**src/rtl/cav_relock.sv**
```systemverilog
// Cavity lock-acquisition controller: sweeps an offset with the PID off, hands over to
// the PID when transmission appears, qualifies the lock, and counts lock-loss events.
module cav_relock #(
   parameter int W  = 25,
   parameter int CW = 24,
   parameter int RW = 16
) (
   input  logic                clk,
   input  logic                rst,
   input  logic                en,
   input  logic                hld_req,
   input  logic signed [W-1:0] trans,
   input  logic signed [W-1:0] th_lock,
   input  logic signed [W-1:0] th_unlock,
   input  logic signed [W-1:0] s_pid,
   input  logic signed [W-1:0] LL,
   input  logic signed [W-1:0] UL,
   input  logic signed [W-1:0] sweep_lo,
   input  logic signed [W-1:0] sweep_hi,
   input  logic signed [W-1:0] sweep_step,
   input  logic [CW-1:0]       n_settle,
   input  logic [CW-1:0]       n_rail,
   output logic                pid_on,
   output logic                pid_hld,
   output logic signed [W-1:0] sweep,
   output logic                locked,
   output logic [1:0]          state,
   output logic [RW-1:0]       relock_cnt
);
   typedef enum logic [1:0] {
      IDLE   = 2'd0,
      SWEEP  = 2'd1,
      CATCH  = 2'd2,
      LOCKED = 2'd3
   } state_t;

   localparam logic [CW-1:0] C_ONE = CW'(1);
   localparam logic [RW-1:0] R_ONE = RW'(1);

   state_t              state_q, state_d;
   logic signed [W-1:0] sweep_q, sweep_d;
   logic                dn_q, dn_d;
   logic [CW-1:0]       settle_q, settle_d;
   logic [CW-1:0]       rail_q, rail_d;
   logic [RW-1:0]       relock_q, relock_d;
   logic                pid_on_q, pid_on_d;
   logic                pid_hld_q, pid_hld_d;
   logic                locked_q, locked_d;
   logic [CW-1:0]       settle_last;
   logic                railed, rail_hit;
   logic [W:0]          adv;

   // Returns {direction_down, next_offset}; the W+1 bit sum is clamped to the range so it never wraps.
   function automatic logic [W:0] sweep_adv(input logic signed [W-1:0] cur, lo, hi, step,
                                            input logic dn);
      logic signed [W:0] cur_x, lo_x, hi_x, step_x, nxt;
      cur_x  = {cur[W-1], cur};
      lo_x   = {lo[W-1], lo};
      hi_x   = {hi[W-1], hi};
      step_x = {step[W-1], step};
      if (lo_x >= hi_x) return {1'b0, lo};
      if (!dn) begin
         nxt = cur_x + step_x;
         if (nxt >= hi_x) return {1'b1, hi};
      end else begin
         nxt = cur_x - step_x;
         if (nxt <= lo_x) return {1'b0, lo};
      end
      return {dn, nxt[W-1:0]};
   endfunction

   function automatic logic [RW-1:0] sat_inc(input logic [RW-1:0] v);
      return (&v) ? v : v + R_ONE;
   endfunction

   always_comb begin
      railed      = (s_pid >= UL) || (s_pid <= LL);
      settle_last = (n_settle == '0) ? '0 : n_settle - C_ONE;
      rail_hit    = (n_rail != '0) && railed && (rail_q == n_rail - C_ONE);
   end

   always_comb begin
      state_d  = state_q;
      sweep_d  = sweep_q;
      dn_d     = dn_q;
      settle_d = settle_q;
      rail_d   = rail_q;
      relock_d = relock_q;
      adv      = '0;
      if (!en) begin
         state_d = IDLE;
      end else begin
         case (state_q)
            IDLE: begin
               state_d = SWEEP;
               sweep_d = sweep_lo;
               dn_d    = 1'b0;
            end
            SWEEP: begin
               if (trans >= th_lock) begin
                  state_d  = CATCH;
                  settle_d = '0;
               end else begin
                  adv     = sweep_adv(sweep_q, sweep_lo, sweep_hi, sweep_step, dn_q);
                  sweep_d = adv[W-1:0];
                  dn_d    = adv[W];
               end
            end
            CATCH: begin
               if (trans < th_unlock) begin
                  state_d = SWEEP;
               end else if (settle_q == settle_last) begin
                  state_d = LOCKED;
                  rail_d  = '0;
               end else begin
                  settle_d = settle_q + C_ONE;
               end
            end
            LOCKED: begin
               // A user hold freezes loss detection and the rail counter.
               if (!hld_req) begin
                  rail_d = railed ? rail_q + C_ONE : '0;
                  if ((trans < th_unlock) || rail_hit) begin
                     state_d  = SWEEP;
                     relock_d = sat_inc(relock_q);
                  end
               end
            end
         endcase
      end
      pid_on_d  = (state_d == CATCH) || (state_d == LOCKED);
      locked_d  = (state_d == LOCKED);
      pid_hld_d = (state_q == LOCKED) && (state_d == LOCKED) && hld_req;
   end

   always_ff @(posedge clk) begin
      if (rst) begin
         state_q   <= IDLE;
         sweep_q   <= '0;
         dn_q      <= 1'b0;
         settle_q  <= '0;
         rail_q    <= '0;
         relock_q  <= '0;
         pid_on_q  <= 1'b0;
         pid_hld_q <= 1'b0;
         locked_q  <= 1'b0;
      end else begin
         state_q   <= state_d;
         sweep_q   <= sweep_d;
         dn_q      <= dn_d;
         settle_q  <= settle_d;
         rail_q    <= rail_d;
         relock_q  <= relock_d;
         pid_on_q  <= pid_on_d;
         pid_hld_q <= pid_hld_d;
         locked_q  <= locked_d;
      end
   end

   assign pid_on     = pid_on_q;
   assign pid_hld    = pid_hld_q;
   assign sweep      = sweep_q;
   assign locked     = locked_q;
   assign state      = state_q;
   assign relock_cnt = relock_q;
endmodule

```
**config.mk**
```make
export PLATFORM = sky130hd
export DESIGN_NAME = cav_relock
export DESIGN_NICKNAME = d
export VERILOG_FILES = /design/src/rtl/cav_relock.sv
export SDC_FILE = /design/constraint.sdc
export NUM_CORES = 1
export LEC_CHECK = 0
export CORE_ASPECT_RATIO = 1.25
export CORE_MARGIN = 4
export CORE_UTILIZATION = 45
export CTS_CLUSTER_DIAMETER = 60
export DETAILED_ROUTE_END_ITERATION = 8
export GPL_ROUTABILITY_DRIVEN = 0
export GPL_TIMING_DRIVEN = 0
export PLACE_DENSITY = 0.75
export SLEW_MARGIN = 25
export SYNTH_ARGS = -nofsm -noshare
export SYNTH_HDL_FRONTEND = slang
export SYNTH_SLANG_ARGS = --single-unit
```
**constraint.sdc**
```tcl
create_clock -name clk -period 5.5 [get_ports clk]
set_clock_uncertainty 0.15 [all_clocks]
set_input_delay 0.55 -clock clk [delete_from_list [all_inputs] [get_ports clk]]
set_output_delay 0.55 -clock clk [all_outputs]
set_load 0.05 [all_outputs]
```
==> results of run 1 <==
[sequential cells by signal (all words and copies together), names as in the netlist]
signal      count
dn_q            1
relock_cnt     16
sweep          25
pid_on          1
locked          1
rail_q         24
pid_hld         1
state           2
settle_q       24
[routing by layer]
layer | vias up | GRT usage (%) | part of all wire [%]
met5 | - | 0 | 0
met4 | 0 | 15.34 | 6.5
met3 | 264 | 5.109 | 8.6
met2 | 888 | 50.67 | 49
met1 | 7877 | 32.24 | 36
li1 | 8006 | - | -
[layout by cell type, fill, tap and decap left out, drive strengths merged, types with 48 or more instances in the layout]
cell type / n
clkdlybuf4s50: 312
inv: 233
ha: 232
a21oi: 149
nor2: 137
nand2: 98
dfxtp: 95
o21ai: 83
xnor2: 76
clkbuf: 68
buf: 63
nand3: 60
nor3: 57
nand4: 48
[cells by family (layout without fill, tap and decap cells)]
kind of cell / Yosys count / count (layout) / share of synthesized area, %
and+or+nand+nor: 622 / 622 / 22.88
other: 0 / 1 / 0
adders and majority gates: 234 / 234 / 20.21
xor gates and xnor gates: 107 / 107 / 6.823
muxes: 18 / 18 / 1.263
AOI/OAI and AO/OA: 566 / 566 / 27.35
buffers and inverters: 315 / 686 / 8.413
DFF: 95 / 95 / 13.06
[through the flow]
step                      util, %  cell area [um^2]
after floorplan                 -             14570
after global placement      57.30             18270
after detailed placement    57.31             18270
after CTS                   59.73             19040
after global routing        61.75             19680
final                       61.75             19680
[synthesized netlist by cell type (all sizes together) (8+ instances only)]
library cell / number
a21oi: 149
a31oi: 21
xnor2: 76
nor2b: 26
a21o: 42
o21ai: 83
nor2: 137
a2111oi: 8
o211ai: 17
dfxtp: 95
or4: 21
a211oi: 22
o31a: 9
o22ai: 13
a311oi: 25
and2: 11
clkbuf: 69
ha: 232
nand2: 98
xor2: 27
o2111ai: 8
o21bai: 12
nor4: 37
o31ai: 32
a221oi: 12
o221ai: 8
and3: 27
nor3: 57
inv: 231
a211o: 8
nand2b: 25
nand3: 60
o32ai: 8
o21a: 27
buf: 12
nand4: 48
or3: 32
mux2i: 15
[cell type report]
type,count,area (um^2),share of cell area (%)
Multi-Input combinational cell,1547,12140,61.67
Timing Repair Buffer,368,3600,18.29
Sequential cell,95,1908,9.694
Inverter,234,882.1,4.481
Tap cell,412,515.5,2.619
Buffer,68,330.3,1.678
Clock buffer,11,242.7,1.233
Clock inverter,5,63.81,0.3242
Antenna cell,1,2.502,0.01271
[worst max-delay path by stage]
stage	start	to	depth (start not counted)
floorplan	sweep_step[7]	sweep[19]	23
global placement	sweep_step[6]	sweep[1]	24
detailed placement	sweep_step[6]	sweep[1]	24
CTS	sweep_step[6]	sweep[19]	23
global route	sweep[0]	sweep[19]	23
finish	sweep[0]	sweep[15]	22
[power by group through the flow]
stage          Clock [mW]  Combinational [mW]  Sequential [mW]
5_1_grt             0.703                2.27            0.752
6_report            0.670                2.12            0.750
4_1_cts             0.676                1.89            0.744
2_1_floorplan           0                1.05            0.818
3_5_place_dp            0                1.74            0.759
3_3_place_gp            0                1.70            0.759
[tightest hold or removal path, stage by stage, from the launching register on]
cell     delay [ns]
dfxtp_1        0.33
o41ai_1        0.06
a21oi_1        0.06
[repair_timing]
item | in CTS | in global routing
hold buffers | 0 | 0
buffers inserted | 19 | 30
resized for setup | 83 | 96
pin swaps | 32 | 59
endpoints found under the setup margin | 26 | 26
gates cloned | 0 | 1
==> reports/qor.yml, run 1 <==
worst_hold_path:
  min_path_type: "flip-flop to flip-flop"
  hp-start: "relock_cnt[13]"
  worstHoldPathCells: 2
  min_to: "relock_cnt[13]"
pwr:
  ir_drop_uv: 137.4
  combPwrFrac_pct: 59.9
  p_seq_share_pct: 21.2
  p_int_mw: 2.022
  p_leak_nw: 8.226
  clkPwrFrac_pct: 18.9
  pwr_density_cell_mw_per_mm2: 179.7
  p_switching_mw: 1.516
  p_sw_share_pct: 42.86
  p_total_mw: 3.538
drt:
  dr.pass1.iters: 6
  drt_iter0_drc: 1335
  vias_per_cell: 6.215
  antenna_left: 0
  wl_per_cell_um: 19.90
  routed-via-count: 17040
  drc: 0
  drt_wl_total_mm: 54.54
critical_path:
  critPathMaxFanout: 6
  r2r-end: "sweep[15]"
  r2r_start: "sweep[0]"
  max_stage_delay_ns: 0.37
  path_cells: "ha_4, fa_2, nor2b_4, o311a_4, o31ai_4, a211oi_4, o211a_1, o31a_1, a21oi_2, nor2_2, o21ai_1, o31ai_2, ha_1, nand4_1, nor3_4, o311ai_4, nand4_1, and2_4, nand2_4, nor3_4, a221oi_1, a32o_1"
  path_delay_family: "compound AO/OA/AOI/OAI gates"
  crit_slowest_cell: "dfxtp_4"
  reg2reg_depth: 22
  end_kind: "flip-flop"
  crit_arrival_ns: 5.66
  crit_buf_inv: 0
  critPathRequiredTime_ns: 5.61
  cp-start-kind: "flip-flop"
  reg2reg_slack_ns: -0.05
  path_class: "flip-flop to flip-flop"
clocking:
  cts.sinks: 95
  clk_latency_ns: 0.36
  cts-root-buf: "clkbuf_16"
  cts_tree: "done"
  clockBufferDepth: 2
  clkTransAtPathRegs_ns: 0.08
  ctsHtreeMaxLevel: 3
  cts_made_buffers: 9
timing:
  rsz0062_at_grt: "yes"
  hold_violations: 0
  fin_setup_tns_ns: -0.09706
  fin_ws_ns: -0.05022
  final.min_clock_period_ns: 5.550
  clock.fmax_ghz: 0.1802
  setup_violations: 3
  relSlewSlack_pct: 31.32
  whs_ns: 0.3447
  finalMaxSlewViolations: 0
  worst_slew_pin_slew_ns: 1.004
  min_period_over_period_pct: 100.9
floorplan:
  fp.dieH_um: 209.1
  io_pins: 323
  die_x_um: 168.9
  row_count: 73
  core_area_mm2: 0.03188
  start_util_pct: 45.68
  fp.dieArea_mm2: 0.03532
yosys:
  yosys_warnings: 0
  yosys.area.top_type: "ha_1"
  synth_fp_nets: 2468
  ys_seq_area_share_pct: 13.06
  synth_top_area_share_pct: 19.94
  synth.distinct_cells: 87
  synth_area_leaders: "ha_1 20%, dfxtp_1 13%, inv_1 6.0%"
  async_reset_ff_share_pct: 0
  synth_seq_cells: 95
  syn_area_mm2: 0.01456
  syn_avg_cell_area_um2: 7.440
  synth_edf_count: 0
  ys.flop_type: "dfxtp_1"
  syn-instance-count: 1957
global_routing:
  antenna_found_initial: 1
  grt_overflow: 0
  grt_pass1_vias: 16780
  grt_start_max_net_pins: 17
  grt_pass1_wl_mm: 83.46
  grt.total_usage_pct: 28.58
placement:
  io_buffers: 318
  dp_cells: 2687
  dp_hpwl_mm: 43.12
  dp_slack_ns: -2.143
cells_and_area:
  layout-drive-gt1-share_pct: 10.18
  fin_cells: 2741
  syn2layout_area_growth_pct: 35.19
  fillers: 2779
  fin_nets: 2834
run_status:
  violations: "negative setup slack"
  outcome: "finished with violations"
run:
  cap_violations: 0
Power figures use the tool's default switching activity.
==> run 2: changes to the inputs <==
--- a/config.mk
+++ b/config.mk
@@ -7,12 +7,11 @@
 export LEC_CHECK = 0
 export CORE_ASPECT_RATIO = 1.25
 export CORE_MARGIN = 4
-export CORE_UTILIZATION = 45
+export CORE_UTILIZATION = 29
 export CTS_CLUSTER_DIAMETER = 60
 export DETAILED_ROUTE_END_ITERATION = 8
 export GPL_ROUTABILITY_DRIVEN = 0
 export GPL_TIMING_DRIVEN = 0
-export PLACE_DENSITY = 0.75
 export SLEW_MARGIN = 25
 export SYNTH_ARGS = -nofsm -noshare
 export SYNTH_HDL_FRONTEND = slang
==> reports/qor.yml, run 2 (synthesized netlist as in run 1, its figures left out) <==
run_status:
  outcome: "completed"
critical_path:
  path_class: "flip-flop to flip-flop"
  max_stage_delay_ns: 0.39
  crit_arrival_ns: 5.56
  cp-start-kind: "flip-flop"
  critPathMaxFanout: 6
  critPathRequiredTime_ns: 5.60
  end_kind: "flip-flop"
  crit_slowest_cell: "fa_2"
  crit_top_cell: "buf_6"
drt:
  vias_per_cell: 5.605
  routed-via-count: 16650
  drt_wl_total_mm: 57.85
  dr.pass1.iters: 6
  drc: 0
  antenna_left: 0
  drt_iter0_drc: 1189
  wl_per_cell_um: 19.48
clocking:
  cts_made_buffers: 9
  clkTransAtPathRegs_ns: 0.08
  cts_tree: "done"
  cts-root-buf: "clkbuf_16"
  clk_latency_ns: 0.37
  ctsHtreeMaxLevel: 3
  cts.sinks: 95
  clockBufferDepth: 2
global_routing:
  top_usage_layer: "met2"
  gr-usage-met1_pct: 23.13
  grt_start_max_net_pins: 18
  antenna_found_initial: 4
  use_met2_pct: 35.79
  met3_usage_pct: 3.596
  grt_pass1_wl_mm: 88.14
  grt_overflow: 0
  grt.total_usage_pct: 19.97
  grt_pass1_vias: 16420
timing:
  relSlewSlack_pct: 32.61
  hold_violations: 0
  min_period_over_period_pct: 99.27
  rsz0062_at_grt: "yes"
  worst_slew_pin_slew_ns: 1.011
  fin_ws_ns: 0.03997
  clock.fmax_ghz: 0.1831
  final.min_clock_period_ns: 5.460
  finalMaxSlewViolations: 0
  setup_violations: 0
  whs_ns: 0.3373
floorplan:
  row_count: 91
  core_area_mm2: 0.04953
  fp.dieArea_mm2: 0.05388
  io_pins: 323
  die_x_um: 208.4
  start_util_pct: 29.40
  fp.dieH_um: 258.5
placement:
  dp_slack_ns: -2.113
  dp_hpwl_mm: 47.15
  io_buffers: 318
  placed_cell_area_mm2: 0.01858
pwr:
  clkPwrFrac_pct: 19.0
  p_leak_nw: 8.112
  combPwrFrac_pct: 59.2
  p_total_mw: 3.433
  ir_drop_uv: 159.6
  p_switching_mw: 1.513
  p_int_mw: 1.920
  pwr_density_cell_mw_per_mm2: 173.8
  p_seq_share_pct: 21.8
  p_sw_share_pct: 44.07
cells_and_area:
  mostFrequentLayoutCells: "311 x clkdlybuf4s50_1, 229 x inv_1, 218 x ha_1, 141 x a21oi_1, 128 x nor2_1"
  syn2layout_area_growth_pct: 35.63
  fin_util_pct: 39.87
  postLayoutCellArea_mm2: 0.01975
  diodes: 0
  final_common_cell: "clkdlybuf4s50_1"
  largest_reg_flops: 25
  fin_nets: 2825
  layout-drive-gt1-share_pct: 9.013
run:
  cap_violations: 0
worst_hold_path:
  min_path_type: "flip-flop to flip-flop"
run 2: changes by cell type in the layout (fill, tap and decap cells not counted), moves of 3 or more:
cell	delta
buf_4	-10
a21oi_1	+4
a21oi_2	-4
buf_6	+4
inv_1	+4
inv_2	-4
clkinv_2	+3
run 2: area by class of cell:
class,count,area (um^2)
Fill cell,4990,29780
Multi-Input combinational cell,1547,12010
Timing Repair Buffer,360,3522
Sequential cell,95,1908
Inverter,234,883.3
Tap cell,651,814.5
Buffer,67,334.1
Clock buffer,9,225.2
Clock inverter,7,55.05
run 2: repair_timing:
action                                 4_1_cts  5_1_grt
setup buffers                               22       19
gates resized for setup                     88       70
endpoints found under the hold margin        0        0
pin swaps                                   35       40
setup endpoints to repair                   26       26
hold buffers                                 0        0
run 2: path summary, 6_finish.rpt:
| check | from | to | slack [ns] | depth (start not counted) |
|---|---|---|---|---|
| setup / recovery | sweep[0] | sweep[20] | 0.04 | 25 |
| hold / removal | relock_cnt[13] | relock_cnt[13] | 0.34 | 2 |
| setup reg to reg | sweep[0] | sweep[20] | 0.04 | 25 |
| hold reg to reg | relock_cnt[13] | relock_cnt[13] | 0.34 | 2 |
run 2: critical path: cells and delay by family (launching register included):
family | cells | cell delay, ns
AOI/OAI and AO/OA | 13 | 2.64
adders and majority gates | 3 | 0.87
and+or+nand+nor | 5 | 0.70
buffers and inverters | 4 | 0.60
DFF | 1 | 0.37
run 2: metal layers:
metal	part of all wire [%]	vias to the layer above	routed length, um
li1	-	7981	-
met1	39	7837	22660
met2	49	661	28320
met3	6.8	160	3923
met4	5.0	8	2893
met5	0.099	-	57
run 2: per-stage QoR:
| step | TNS [ns] | cells |
|---|---|---|
| floorplan | 0 | 1957 |
| global placement | -50.65 | 2926 |
| detailed placement | -48.35 | 2927 |
| CTS | 0 | 2952 |
| global route | -0.7884 | 2970 |
| finish | 0 | 2970 |
run 2: power groups by stage:
stage          logic (mW)  registers, mW  clock network (mW)
3_5_place_dp         1.76          0.761                   0
5_1_grt              2.20          0.751               0.690
2_1_floorplan        1.05          0.818                   0
3_3_place_gp         1.74          0.760                   0
4_1_cts              1.90          0.747               0.665
6_report             2.03          0.749               0.652
